## config.mk

```make
export PLATFORM = sky130hd
export DESIGN_NAME = pc_sequencer
export DESIGN_NICKNAME = d
export VERILOG_FILES = /design/src/rtl/pc_seq_pkg.sv /design/src/rtl/pc_return_stack.sv /design/src/rtl/pc_sequencer.sv
export SDC_FILE = /design/constraint.sdc
export NUM_CORES = 1
export LEC_CHECK = 0
export BUFFER_PORTS_ARGS = -buffer_cell sky130_fd_sc_hd__clkbuf_2
export CORE_MARGIN = 5
export CORE_UTILIZATION = 40
export DETAILED_ROUTE_END_ITERATION = 8
export GPL_ROUTABILITY_DRIVEN = 0
export HOLD_SLACK_MARGIN = 0.05
export PLACE_DENSITY = 0.72
export SLEW_MARGIN = 20
export SYNTH_ARGS = -nofsm -noshare
export SYNTH_HDL_FRONTEND = slang
export SYNTH_SLANG_ARGS = --single-unit
```

## constraint.sdc

```tcl
create_clock -name clk -period 1.8 [get_ports clk]
set_input_delay 0.18 -clock clk [delete_from_list [all_inputs] [get_ports clk]]
set_output_delay 0.18 -clock clk [all_outputs]
set_load 0.01 [all_outputs]
```

## src/rtl/pc_seq_pkg.sv

```systemverilog
// Shared types and helpers for the program-counter sequencer.
// pc_op_t names the single operation chosen each cycle; decode_op
// resolves coinciding control strobes into that one operation.
package pc_seq_pkg;

    typedef enum logic [2:0] {
        OP_HOLD = 3'd0,
        OP_INC  = 3'd1,
        OP_REL  = 3'd2,
        OP_ABS  = 3'd3,
        OP_CALL = 3'd4,
        OP_RET  = 3'd5
    } pc_op_t;

    // Priority: stall > ret > call > branchAbs > branchRel > inc > hold
    function automatic pc_op_t decode_op(
        input logic stall,
        input logic ret,
        input logic call,
        input logic branch_abs,
        input logic branch_rel,
        input logic inc
    );
        pc_op_t op;
        if (stall) begin
            op = OP_HOLD;
        end else if (ret) begin
            op = OP_RET;
        end else if (call) begin
            op = OP_CALL;
        end else if (branch_abs) begin
            op = OP_ABS;
        end else if (branch_rel) begin
            op = OP_REL;
        end else if (inc) begin
            op = OP_INC;
        end else begin
            op = OP_HOLD;
        end
        return op;
    endfunction

endpackage

```

## src/rtl/pc_return_stack.sv

```systemverilog
// LIFO return-address stack: register array plus a depth pointer.
// A push while full and a pop while empty are silently ignored; the
// caller is responsible for flagging those cases.
module pc_return_stack #(
    parameter int P_SIZE  = 6,
    parameter int P_DEPTH = 4
) (
    input  logic                           clk,
    input  logic                           nRst,
    input  logic                           push,
    input  logic                           pop,
    input  logic [P_SIZE-1:0]              pushData,
    output logic [P_SIZE-1:0]              topData,
    output logic [$clog2(P_DEPTH+1)-1:0]   depth,
    output logic                           full,
    output logic                           empty
);
    localparam int DW = $clog2(P_DEPTH + 1);
    localparam logic [DW-1:0] DEPTH_ONE = DW'(1);
    localparam logic [DW-1:0] DEPTH_MAX = DW'(P_DEPTH);

    logic [P_SIZE-1:0] mem_r [P_DEPTH];
    logic [DW-1:0]     depth_r;
    logic [DW-1:0]     depth_nxt_s;
    logic              full_s;
    logic              empty_s;
    logic              push_ok_s;
    logic              pop_ok_s;
    logic [P_SIZE-1:0] top_s;

    assign full_s    = (depth_r == DEPTH_MAX);
    assign empty_s   = (depth_r == {DW{1'b0}});
    assign push_ok_s = push && !full_s;
    assign pop_ok_s  = pop && !empty_s;

    // Next depth: push or pop only when the stack can accept it
    always_comb begin
        depth_nxt_s = depth_r;
        if (push_ok_s) begin
            depth_nxt_s = depth_r + DEPTH_ONE;
        end else if (pop_ok_s) begin
            depth_nxt_s = depth_r - DEPTH_ONE;
        end else begin
            depth_nxt_s = depth_r;
        end
    end

    // Depth pointer register
    always_ff @(posedge clk or negedge nRst) begin
        if (!nRst) begin
            depth_r <= {DW{1'b0}};
        end else begin
            depth_r <= depth_nxt_s;
        end
    end

    // Entry storage: a push writes the slot just above the current top
    always_ff @(posedge clk or negedge nRst) begin
        if (!nRst) begin
            for (int i = 0; i < P_DEPTH; i++) begin
                mem_r[i] <= {P_SIZE{1'b0}};
            end
        end else begin
            for (int i = 0; i < P_DEPTH; i++) begin
                if (push_ok_s && (depth_r == DW'(i))) begin
                    mem_r[i] <= pushData;
                end
            end
        end
    end

    // Top-of-stack read; zero when empty so the output is never undefined
    always_comb begin
        top_s = {P_SIZE{1'b0}};
        for (int i = 0; i < P_DEPTH; i++) begin
            if (depth_r == DW'(i + 1)) begin
                top_s = mem_r[i];
            end
        end
    end

    assign topData = top_s;
    assign depth   = depth_r;
    assign full    = full_s;
    assign empty   = empty_s;

endmodule

```

## src/rtl/pc_sequencer.sv

```systemverilog
// Program-counter sequencer: registered address, next-address mux
// (inc / relative / absolute / call / return), return-address stack
// and overflow/underflow error flags.
// Optional build macro PC_SEQ_STICKY_ERR_EN: when defined the error
// flags latch until reset instead of pulsing for one cycle.
module pc_sequencer
    import pc_seq_pkg::*;
#(
    parameter int P_SIZE       = 6,
    parameter int P_DEPTH      = 4,
    parameter int P_RESET_ADDR = 0,
    parameter int P_SIGNED_REL = 1
) (
    input  logic                          clk,
    input  logic                          nRst,
    output logic [P_SIZE-1:0]             addressOut,
    input  logic [P_SIZE-1:0]             branchAddress,
    input  logic                          inc,
    input  logic                          branchAbs,
    input  logic                          branchRel,
    input  logic                          call,
    input  logic                          ret,
    input  logic                          stall,
    output logic [$clog2(P_DEPTH+1)-1:0]  stackDepth,
    output logic                          stackFull,
    output logic                          stackEmpty,
    output logic                          overflow,
    underflow
);
    localparam logic [P_SIZE-1:0] ADDR_ONE   = P_SIZE'(1);
    localparam logic [P_SIZE-1:0] ADDR_RESET = P_SIZE'(P_RESET_ADDR);

    pc_op_t            op_s;
    logic [P_SIZE-1:0] addr_r;
    logic [P_SIZE-1:0] addr_nxt_s;
    logic [P_SIZE-1:0] addr_inc_s;
    logic [P_SIZE:0]   off_ext_s;
    logic [P_SIZE-1:0] rel_sum_s;
    logic [P_SIZE-1:0] top_s;
    logic              stk_full_s;
    logic              stk_empty_s;
    logic              ovf_set_s;
    logic              udf_set_s;
    logic              ovf_nxt_s;
    logic              udf_nxt_s;
    logic              ovf_r;
    logic              udf_r;

    assign op_s       = decode_op(stall, ret, call, branchAbs, branchRel, inc);
    assign addr_inc_s = addr_r + ADDR_ONE;

    // Offset extension one bit wider than the address; the sum wraps
    generate
        if (P_SIGNED_REL != 0) begin : g_signed_rel
            assign off_ext_s = {branchAddress[P_SIZE-1], branchAddress};
        end else begin : g_unsigned_rel
            assign off_ext_s = {1'b0, branchAddress};
        end
    endgenerate
    assign rel_sum_s = P_SIZE'({1'b0, addr_r} + off_ext_s);

    pc_return_stack #(
        .P_SIZE  (P_SIZE),
        .P_DEPTH (P_DEPTH)
    ) u_stack (
        .clk      (clk),
        .nRst     (nRst),
        .push     (op_s == OP_CALL),
        .pop      (op_s == OP_RET),
        .pushData (addr_inc_s),
        .topData  (top_s),
        .depth    (stackDepth),
        .full     (stk_full_s),
        .empty    (stk_empty_s)
    );

    // Next-address selection from the decoded operation
    always_comb begin
        addr_nxt_s = addr_r;
        case (op_s)
            OP_INC:  addr_nxt_s = addr_inc_s;
            OP_REL:  addr_nxt_s = rel_sum_s;
            OP_ABS:  addr_nxt_s = branchAddress;
            OP_CALL: addr_nxt_s = branchAddress;
            OP_RET:  addr_nxt_s = stk_empty_s ? addr_r : top_s;
            OP_HOLD: addr_nxt_s = addr_r;
            default: addr_nxt_s = addr_r;
        endcase
    end

    assign ovf_set_s = (op_s == OP_CALL) && stk_full_s;
    assign udf_set_s = (op_s == OP_RET) && stk_empty_s;

    // Error-flag next state; a stalled cycle leaves both flags untouched
    always_comb begin
        ovf_nxt_s = ovf_r;
        udf_nxt_s = udf_r;
        if (stall) begin
            ovf_nxt_s = ovf_r;
            udf_nxt_s = udf_r;
        end else begin
`ifdef PC_SEQ_STICKY_ERR_EN
            ovf_nxt_s = ovf_r | ovf_set_s;
            udf_nxt_s = udf_r | udf_set_s;
`else
            ovf_nxt_s = ovf_set_s;
            udf_nxt_s = udf_set_s;
`endif
        end
    end

    // Address and error-flag registers
    always_ff @(posedge clk or negedge nRst) begin
        if (!nRst) begin
            addr_r <= ADDR_RESET;
            ovf_r  <= 1'b0;
            udf_r  <= 1'b0;
        end else begin
            addr_r <= addr_nxt_s;
            ovf_r  <= ovf_nxt_s;
            udf_r  <= udf_nxt_s;
        end
    end

    assign addressOut = addr_r;
    assign stackFull  = stk_full_s;
    assign stackEmpty = stk_empty_s;
    assign overflow   = ovf_r;
    assign underflow  = udf_r;

endmodule

```

Word level (Yosys, flattened, before mapping)
Cells that the tools add are included.
{"block": "op_classes", "n_addsub": 4, "eq_ne": 10, "muxes": 14, "n_reduce_logical": 15}
{"op": "6-bit 2-to-1 mux", "count": 5}
{"op": "6-bit case mux with 4 select lines", "count": 1}
{"op": "3-bit 2-to-1 mux", "count": 5}
{"op": "3-bit by 2-bit == test with 1-bit output, second input constant", "count": 4}
{"op": "3-bit == test, second input constant", "count": 3}
{"op": "1-bit logical AND", "count": 8}
{"op": "6-bit by 1-bit adder with 6-bit output, second input constant", "count": 1}
{"op": "6-bit adder", "count": 1}
{"op": "3-bit by 1-bit == test with 1-bit output, second input constant", "count": 2}
{"op": "2-bit 2-to-1 mux", "count": 2}
{"op": "4-bit nonzero test", "count": 1}
{"op": "3-bit by 1-bit adder with 3-bit output, second input constant", "count": 1}
{"op": "3-bit logical NOT", "count": 1}
{"op": "3-bit by 1-bit subtractor with 3-bit output, second input constant", "count": 1}
{"op": "1-bit logical NOT", "count": 2}
{"op": "2-bit inequality test, second input constant", "count": 1}
{"op": "2-bit AND reduction", "count": 1}
{"op": "2-bit nonzero test", "count": 1}
{"op": "2-bit OR reduction", "count": 1}
{"op": "1-bit 2-to-1 mux", "count": 1}
{"block": "totals", "regBits": 35}

Depth between registers and ports, before layout
Gate-level depths: netlist (run 1).
{"block": "depth", "ltp_word": 10, "ltp_mapped": 10, "mapped_depth_nobuf": 8}

Modules after synthesis
Synthesis (run 1) repeated with hierarchy kept, for this count alone.
{"block": "hier_totals", "cells_unflattened": 209, "hier_area_um2": 2247.2}
{"mod": "pc_return_stack", "area_each_um2": 1413.9, "seq_area_each_um2": 675.6, "instances": 1, "cells_each": 111}
{"mod": "pc_sequencer", "area_each_um2": 833.3, "seq_area_each_um2": 200.2, "instances": 1, "cells_each": 98}

Worst setup path after synthesis (run 1)
Ideal clock, no wire load.
{"block": "synth_timing", "path_kind": "flip-flop to flip-flop", "start": "register addr_r[0] (netlist: addressOut[0])", "end": "register addr_r[4] (netlist: addressOut[4])", "stages_incl_launch_ff": 8, "n_path_buf": 0, "setup_slack_ns": -0.171, "arrival_ns": 1.848, "synth_period_minus_slack_ns": 1.971, "setup_ns": 0.123, "cell_sequence": "dfrtp_1 -> ha_1 -> fa_1 -> a21o_1 -> a21oi_1 -> xor2_1 -> o21ai_0 -> o221a_1"}
{"block": "synth_via", "elab_chain_len": 2, "word_cells_on_any_way": 3}
{"item": "from (decl)", "line": "pc_sequencer.sv:34", "source": "logic [P_SIZE-1:0] addr_r;"}
{"item": "from (signal assigned)", "line": "pc_sequencer.sv:119", "source": "addr_r <= addr_nxt_s;"}
{"item": "6-bit adder or 6-bit by 1-bit adder with 6-bit output (tied branches)", "line": "pc_sequencer.sv:60, pc_sequencer.sv:50"}
{"item": "6-bit case mux with 4 select lines (*)", "line": "pc_sequencer.sv:80", "source": "case (op_s)"}
Mark *: on every way between the ends. The rest lies on a longest branch, timed or not.
A chain may end at the register's enable or synchronous reset.

Worst setup path after layout (run 1)
Ends and elaborated chain as after synthesis.

==> results of run 1 <==
final cells by class:
class | count | share of cell area
multi-input combinational | 186 | 0.465
sequential | 35 | 0.308
timing repair buffer | 58 | 0.141
tap | 72 | 0.0315
clock buffer | 6 | 0.0288
inverter | 9 | 0.0140
clock inverter | 2 | 0.0122
path summary, 6_finish.rpt:
| path | start | end | slack, ns | cells after the start |
|---|---|---|---|---|
| setup / recovery | addressOut[0]$_DFFE_PN0P_ | addressOut[4]$_DFFE_PN0P_ | 0.02 | 7 |
| hold / removal | branchAddress[5] | addressOut[5]$_DFFE_PN0P_ | 0.34 | 4 |
| setup reg to reg | addressOut[0]$_DFFE_PN0P_ | addressOut[4]$_DFFE_PN0P_ | 0.02 | 7 |
| hold reg to reg | u_stack.mem_r[10]$_DFFE_PN0P_ | u_stack.mem_r[10]$_DFFE_PN0P_ | 0.48 | 2 |
| max in group asynchronous | nRst | addressOut[0]$_DFFE_PN0P_ | 0.95 | 3 |
| min in group asynchronous | nRst | overflow$_DFFE_PN0N_ | 0.38 | 2 |
worst register-to-register path: stages, from the launching register on:
cell,delay [ns]
sky130_fd_sc_hd__dfrtp_2,0.43
sky130_fd_sc_hd__ha_4,0.17
sky130_fd_sc_hd__fa_2,0.33
sky130_fd_sc_hd__a21o_1,0.17
sky130_fd_sc_hd__a21oi_2,0.14
sky130_fd_sc_hd__xor2_1,0.15
sky130_fd_sc_hd__o21ai_1,0.08
sky130_fd_sc_hd__o221a_1,0.20
cell usage in the layout, fill, tap and decap left out, types with 6 or more instances in the layout:
master | synthesis | final
sky130_fd_sc_hd__nor2_1 | 9 | 9
sky130_fd_sc_hd__o21ai_0 | 21 | 16
sky130_fd_sc_hd__a21oi_1 | 20 | 12
sky130_fd_sc_hd__ha_1 | 12 | 7
sky130_fd_sc_hd__inv_1 | 9 | 6
sky130_fd_sc_hd__a21oi_2 | 0 | 8
sky130_fd_sc_hd__dfrtp_1 | 35 | 31
sky130_fd_sc_hd__nand3_1 | 7 | 7
sky130_fd_sc_hd__buf_4 | 2 | 29
sky130_fd_sc_hd__o21ai_1 | 11 | 15
sky130_fd_sc_hd__nand2_1 | 34 | 34
sky130_fd_sc_hd__clkbuf_2 | 1 | 25
sky130_fd_sc_hd__clkbuf_8 | 0 | 6
what timing repair did:
item | 4_1_cts | 5_1_grt
hold buffers | 1 | 0
buffers inserted | 1 | 3
endpoints found under the hold margin | 15 | 0
pin swaps | 4 | 15
resized for setup | 1 | 28
endpoints found under the setup margin | 2 | 14
registers in the layout, summed over array words and instances, names as in the netlist:
name and cells:
u_stack.mem_r 24, addressOut 6, u_stack.depth 3, overflow 1
underflow 1
power groups by stage:
| stage | Combinational, W | Clock [W] | Sequential, W |
|---|---|---|---|
| after floorplan | 0.00142 | 0 | 0.00144 |
| after detailed placement | 0.00228 | 0 | 0.00141 |
| after global placement | 0.00222 | 0 | 0.00140 |
| after CTS | 0.00230 | 0.000754 | 0.00140 |
| final | 0.00252 | 0.000748 | 0.00142 |
| after global routing | 0.00281 | 0.000794 | 0.00147 |
per-layer routing:
layer  vias up  global-route usage
met1       905               0.201
met2        36               0.268
met4         0              0.0604
met5         -                   0
li1        967                   -
met3         7              0.0236
per-stage QoR:
step | TNS [ns] | utilization | worst slack (ns)
after floorplan | -0.0140 | - | -0.0140
after CTS | -0.0183 | 0.506 | -0.0183
after global routing | -0.0731 | 0.527 | -0.0508
final | 0 | 0.527 | 0.0231
after global placement | 0 | 0.481 | 0.0270
after detailed placement | 0 | 0.481 | 0.000668
kinds of logic after synthesis:
logic type | count (synthesis)
AOI/OAI and AO/OA | 84
and+or+nand+nor | 75
DFF | 35
buffers and inverters | 22
adders and majority gates | 13
xor gates and xnor gates | 9
muxes | 5
==> results.md, run 1 <==
Route:
- The number of remaining DRC errors is 0.
- The highest metal layer with signal wires is met4.
- In the final routed layout, each cell accounts on average for 14.7 µm.
- Using the TritonRoute via totals, the vias-per-cell ratio works out to 5.20.
- For this block, the initial DRC count from the detailed router was 71.
- In the final routing, the length of wire on met1 measures 2.52 mm.
- The detailed router placed 1915 vias in this run.
- The detail route stage leaves a number of antenna-violating nets equal to 0.
- The sum of met2 wire segment lengths after detailed routing is 2.68 mm.
- The wire length after detailed routing is 5.42 mm.
- The first-pass detailed-route iteration total is 4.
- The routed length on met3 is 144 µm.

Synthesis:
- The most frequent cell after synthesis is sky130_fd_sc_hd__dfrtp_1.
- Of the total synthesized cell area, the portion taken by XOR and XNOR cells is 0.0354.
- The area fraction in compound gates after synthesis is 0.236.
- The count of mapped cells out of synthesis is 243.
- The area share of the leading cell type in the synthesized netlist is 0.394.
- The count of flip-flops with a built-in enable after synthesis is 0.
- The summed instance area of the synthesized netlist is 2220 µm².
- Of the post-synthesis cell area, the part taken by muxes is 0.0281.
- By area the synthesized netlist is led by sky130_fd_sc_hd__dfrtp_1 (39%), sky130_fd_sc_hd__ha_1 (6.7%), sky130_fd_sc_hd__nand2_1 (5.7%).
- Of all flip-flops after synthesis, the portion carrying an async set or reset was 1.00.
- The combinational family with the most area after synthesis is compound AO/OA/AOI/OAI gates.
- Ranked by instance count, the synthesized netlist is headed by sky130_fd_sc_hd__dfrtp_1 (35), sky130_fd_sc_hd__nand2_1 (34), sky130_fd_sc_hd__o21ai_0 (21), sky130_fd_sc_hd__a21oi_1 (20), sky130_fd_sc_hd__ha_1 (12).
- For this run, the register share of the synthesized area comes to 0.394.
- Yosys printed 0 warnings.
- The number of different library cells used by synthesis comes to 51.
- The post-synthesis simple-gate area fraction is 0.170.
- Of the total synthesized cell area, the portion taken by full adders, half adders and majority gates is 0.0765.
- When the netlist entered floorplanning its net count stood at 270.
- Averaged over all synthesized cells, the footprint is 9.15 µm².
- Synthesis inferred 35 register bits.
- Among all flip-flop cells after synthesis, the most frequent one is sky130_fd_sc_hd__dfrtp_1.
- The cell type with the largest total area after synthesis is sky130_fd_sc_hd__dfrtp_1.

Final layout:
- The layout overhead on the synthesized area is 28.7%.
- Summing all flip-flop and latch instances after layout gives 881 µm².
- The fraction of layout instances using a drive strength above 1 is 0.372.
- The number of antenna diodes in the final layout is 0.
- After routing the design area is 2860 µm².
- The final-stage net count is 322.
- Counting the fill cells in the layout gives 482.
- For this run, the number of standard cells in the final layout without fillers is 368.
- In the final layout, the multi-input gates occupy 1330 µm².

Setup path:
- The gate family responsible for the most delay along the worst path is compound AO/OA/AOI/OAI gates.
- The sort of element at the start of the critical path is a flip-flop.
- In this design, the stage delay of the slowest critical-path cell is 0.43 ns.
- The critical path is of the reg2reg type.
- Data arrives at the worst endpoint at 1.96 ns.
- The number of buffer and inverter instances along the worst setup path is 0.
- The slowest stage of the critical path belongs to the cell sky130_fd_sc_hd__dfrtp_2.
- Traced cell by cell, the critical path runs through ha_4 -> fa_2 -> a21o_1 -> a21oi_2 -> xor2_1 -> o21ai_1 -> o221a_1.
- The required time of the critical path is 1.98 ns.
- The kind of end point of the critical path is a flip-flop.
- The largest fanout of any net on the critical path is 3.

Global route:
- Across every metal layer, demand over resource in global routing totals 0.158.
- The initial antenna violation count was 0.
- The wire length of the first global-routing pass is 9.19 mm.
- Global routing finished with a remaining overflow of 0.
- Entering global routing, the biggest net connects 21 pins.
- The number of global-route vias before repair is 1969.

Timing:
- Setup repair after global routing could not meet its margin everywhere.
- The final-report max-slew violation count came to 0.
- The number of endpoints with negative hold slack in the final report is 0.
- For the pin with the worst max-slew slack, the measured transition is 0.502 ns.
- The clock arrives with 0.00905 ns of skew.
- The headroom to the max-slew limit is 0.664.
- Subtracting the final worst setup slack from the clock period gives 1.78 ns.
- The post-route fraction of the period consumed by the critical path is 0.987.
- Setup violations remaining at the end of the flow were counted as 0.
- The worst hold-check slack is 0.335 ns.
- Derived from the worst setup path, the maximum achievable clock frequency is 563 MHz.

Power and ir drop:
- The power after layout is 0.00469 W.
- Of the total power, the share spent switching nets is 0.403.
- In this run the static leakage power is 1.27 nW.
- The fraction of power consumed by combinational cells is 0.537.
- The cell-internal power is 0.00280 W.
- VDD sags by at most 0.000800 V.
- Of the total power, the clock network draws 0.159.
- The sequential cell fraction of total power is 0.304.
- Summed over all nets, the switching power comes to 0.00189 W.
- The power per unit of standard cell area is 1640 nW/µm².

Run:
- The max-capacitance violation count is 0.

Status:
- The flow ran to the end, and the final reports show no timing, DRC or antenna violations.

Die:
- The total core area is 5440 µm².
- The die span in y is 84.6 µm.
- The row count is 27.
- The die covers 7150 µm².
- During I/O placement, the number of pins put on the boundary was 27.
- The initial core utilization is 0.409.
- The chip width is 84.6 µm.

Placement:
- The number of placed instances, taps included is 355.
- In this run the cell area measured after placement is 2620 µm².
- The wire-length estimate of the detail-placed layout is 4.15 mm.
- Port buffering added 26 buffers.

Min path:
- The path class of the lowest-slack min-delay path is in2reg.

Clock network:
- The clock-pin slew on the worst setup and hold paths is 0.08 ns.
- The clock buffer count from CTS is 5.
- The H-tree depth is 2.
- CTS placed an instance of sky130_fd_sc_hd__clkbuf_8 at the clock tree root.
- The maximum number of buffers from clock root to sink is 2.
- For the worst-skew pair, the clock arrives at the later sink with an insertion delay of 0.29 ns.
- The clock tree from TritonCTS is done.
- The clock sink total is 35.
Power figures use the tool's default switching activity.
==> run 2: changes to the inputs <==
CELL_PAD_IN_SITES_DETAIL_PLACEMENT = 0   (was default)
CELL_PAD_IN_SITES_GLOBAL_PLACEMENT = 1   (was default)
PLACE_DENSITY = 0.87   (was 0.72)
==> run 2 against run 1 <==
  * Combinational power fell by 3%
  * Wire length up 2.1%
  * Hold slack worse by 0.0034 ns
  * Sequential cell count unchanged
  * First-iteration DRC count rose by 44%
  * Clock skew shrank 0.0054 ns
  * Final area grew 0.61%
  * Clock power up 14%
  * Sequential share of layout area shrank 0.19 points
  * Register-to-register slack about the same
  * Critical path type unchanged
  * Critical endpoint unchanged
  * Largest power group unchanged
  * Highest routed layer unchanged
==> results.md, run 2 (synthesis gave the netlist of run 1 again) <==
Status:
- Result of the run: finished clean (unchanged).

Die:
- The die span in y came to 84.6 µm (unchanged).
- The row count came to 27 (unchanged).
- The chip width came to 84.6 µm (unchanged).
- The total core area is 5440 µm² (unchanged).
- The area of the die is 7150 µm² (unchanged).
- The initial core utilization came to 0.409 (unchanged).
- The top-level port count is 27 (unchanged).

Run:
- The max-capacitance violation count is 0 (unchanged).

Route:
- The antenna violation net count after detailed routing came to 0 (unchanged).
- The first-pass detailed-route iteration total is 5 (was 4).
- The vias after detailed routing is 1920 (was 1915).
- The mean routed wirelength per cell is 14.9 µm (was 14.7 µm).
- The number of remaining DRC errors is 0 (unchanged).
- The vias per cell is 5.16 (was 5.20).
- The first-iteration detailed-routing DRC count is 102 (was 71).
- The wire length after detailed routing came to 5.54 mm (was 5.42 mm).

Clock network:
- The clock sink total is 35 (unchanged).
- The clock tree from TritonCTS is done (unchanged).
- The root cell of the clock tree is sky130_fd_sc_hd__clkbuf_8 (unchanged).
- The source-to-sink clock delay at the later pin of the worst-skew pair is 0.29 ns (about the same).
- The H-tree depth is 2 (unchanged).
- The clock buffer count from CTS is 5 (unchanged).
- The clock-pin slew on the worst setup and hold paths was 0.07 ns (was 0.08 ns).
- The maximum number of buffers from clock root to sink came to 2 (unchanged).

Setup path:
- The required time of the critical path is 1.98 ns (about the same).
- The kind of end point of the critical path is a flip-flop (unchanged).
- The sort of element at the start of the critical path is a flip-flop (unchanged).
- The data arrival at the endpoint of the critical path is 1.96 ns (about the same).
- The largest fanout of any net on the critical path was 2 (was 3).
- The start-to-end type of the worst setup path was reg2reg (unchanged).

Final layout:
- The core occupancy in the finished layout is 0.530 (was 0.527).
- The most frequent standard cell in the layout excluding fill and tap cells is sky130_fd_sc_hd__nand2_1 (unchanged).
- The layout overhead on the synthesized area is 29.5% (was 28.7%).
- The fraction of layout instances using a drive strength above 1 came to 0.363 (was 0.372).
- The number of fillers in the final layout is 496 (was 482).
- The flip-flop count of the largest register, all copies and words added is 24 (unchanged).
- The total inserted antenna cells is 0 (unchanged).
- The largest register by flop count is u_stack.mem_r (unchanged).
- Most frequent cells in the layout: sky130_fd_sc_hd__nand2_1 (34), sky130_fd_sc_hd__buf_4 (33), sky130_fd_sc_hd__dfrtp_1 (31) (was sky130_fd_sc_hd__nand2_1 (34), sky130_fd_sc_hd__dfrtp_1 (31), sky130_fd_sc_hd__buf_4 (29)).
- The final-stage net count is 326 (was 322).

Min path:
- The path class of the lowest-slack min-delay path was in2reg (unchanged).

Global route:
- The number of global-route vias before repair is 1863 (was 1969).
- The pin count of the biggest net entering global routing is 28 (was 21).
- The remaining global-route overflow is 0 (unchanged).
- The wire length of the first global-routing pass is 9.20 mm (was 9.19 mm).
- The initial antenna violation count was 0 (unchanged).
- The global router's overall resource usage is 0.158 (about the same).

Power and ir drop:
- The leakage power total is 1.29 nW (was 1.27 nW).
- The power per unit of standard cell area is 1640 nW/µm² (about the same).
- The peak supply drop is 0.000712 V (was 0.000800 V).

Timing:
- The headroom to the max-slew limit is 0.534 (was 0.664).
- The worst-case clock skew is 0.00364 ns (was 0.00905 ns).
- The final-report max-slew violation count is 0 (unchanged).
- The worst hold-check slack is 0.332 ns (was 0.335 ns).
- Setup repair after global routing missed its margin: true (unchanged).
- The number of endpoints with negative hold slack in the final report was 0 (unchanged).
- The number of setup violations in the final report came to 0 (unchanged).
- The highest clock rate is 562 MHz (was 563 MHz).
- The post-route fraction of the period consumed by the critical path is 0.988 (was 0.987).
- The final critical path time including I/O delays and setup came to 1.78 ns (about the same).
- The slew at the pin closest to its max-slew limit is 0.699 ns (was 0.502 ns).

Placement:
- The number of port buffers is 26 (unchanged).
- The HPWL after detailed placement is 4.14 mm (was 4.15 mm).
## run 2: what timing repair did
action | CTS | global route
endpoints found under the setup margin | 5 | 7
hold buffers | 1 | 0
gates resized for setup | 6 | 16
setup buffers | 1 | 6
endpoints found under the hold margin | 26 | 0
cloned | 0 | 1
pin swaps | 5 | 8
## run 2: per-layer routing
layer	GRT usage	vias to the layer above	wire [µm]
li1	-	978	-
met1	0.215	892	2540
met2	0.256	40	2690
met3	0.0216	10	205
met4	0.0619	0	106
met5	0	-	0
## run 2: worst paths after layout
kind | cells past startpoint | start | slack (ns) | end
hold reg to reg | 2 | u_stack.mem_r[4]$_DFFE_PN0P_ | 0.48 | u_stack.mem_r[4]$_DFFE_PN0P_
setup / recovery | 7 | addressOut[0]$_DFFE_PN0P_ | 0.02 | addressOut[4]$_DFFE_PN0P_
setup reg to reg | 7 | addressOut[0]$_DFFE_PN0P_ | 0.02 | addressOut[4]$_DFFE_PN0P_
hold / removal | 3 | stall | 0.33 | underflow$_DFFE_PN0N_
min in group asynchronous | 2 | nRst | 0.47 | u_stack.depth[2]$_DFFE_PN0P_
max in group asynchronous | 3 | nRst | 0.74 | u_stack.mem_r[21]$_DFFE_PN0P_
## run 2: layout make-up
class	count	area, µm²	share of cell area
multi-input cells	186	1300	0.452
flip-flops and latches	35	881	0.306
repair buffers	62	433	0.150
well taps	72	90.1	0.0313
clock buffers	5	68.8	0.0239
clock inverters	3	67.6	0.0234
inverters	9	38.8	0.0135
## run 2: per-stage QoR
stage	instance area (µm²)	std cells	setup WS, ns	TNS [ns]	total power (W)
finish	2880	372	0.0217	0	0.00472
CTS	2760	365	-0.0149	-0.0149	0.00455
floorplan	2280	243	-0.0140	-0.0140	0.00286
global route	2880	372	-0.0669	-0.127	0.00509
detailed placement	2600	355	-0.0171	-0.0279	0.00364
global placement	2600	355	0.00897	0	0.00358
## run 2: power by group
| group | switching, W | internal, W | total (W) | leakage, nW |
|---|---|---|---|---|
| Combinational | 0.00128 | 0.00116 | 0.00245 | 0.786 |
| Sequential | 0.000273 | 0.00115 | 0.00142 | 0.439 |
| Clock | 0.000303 | 0.000552 | 0.000855 | 0.0644 |
| Total | 0.00186 | 0.00286 | 0.00472 | 1.29 |
## run 2: critical path, stage by stage (launching register included)
cell and delay, ns:
sky130_fd_sc_hd__dfrtp_2 0.42, sky130_fd_sc_hd__ha_4 0.17, sky130_fd_sc_hd__fa_2 0.35, sky130_fd_sc_hd__a21o_1 0.17
sky130_fd_sc_hd__a21oi_2 0.14, sky130_fd_sc_hd__xor2_1 0.15, sky130_fd_sc_hd__o21ai_1 0.07, sky130_fd_sc_hd__o221a_1 0.20
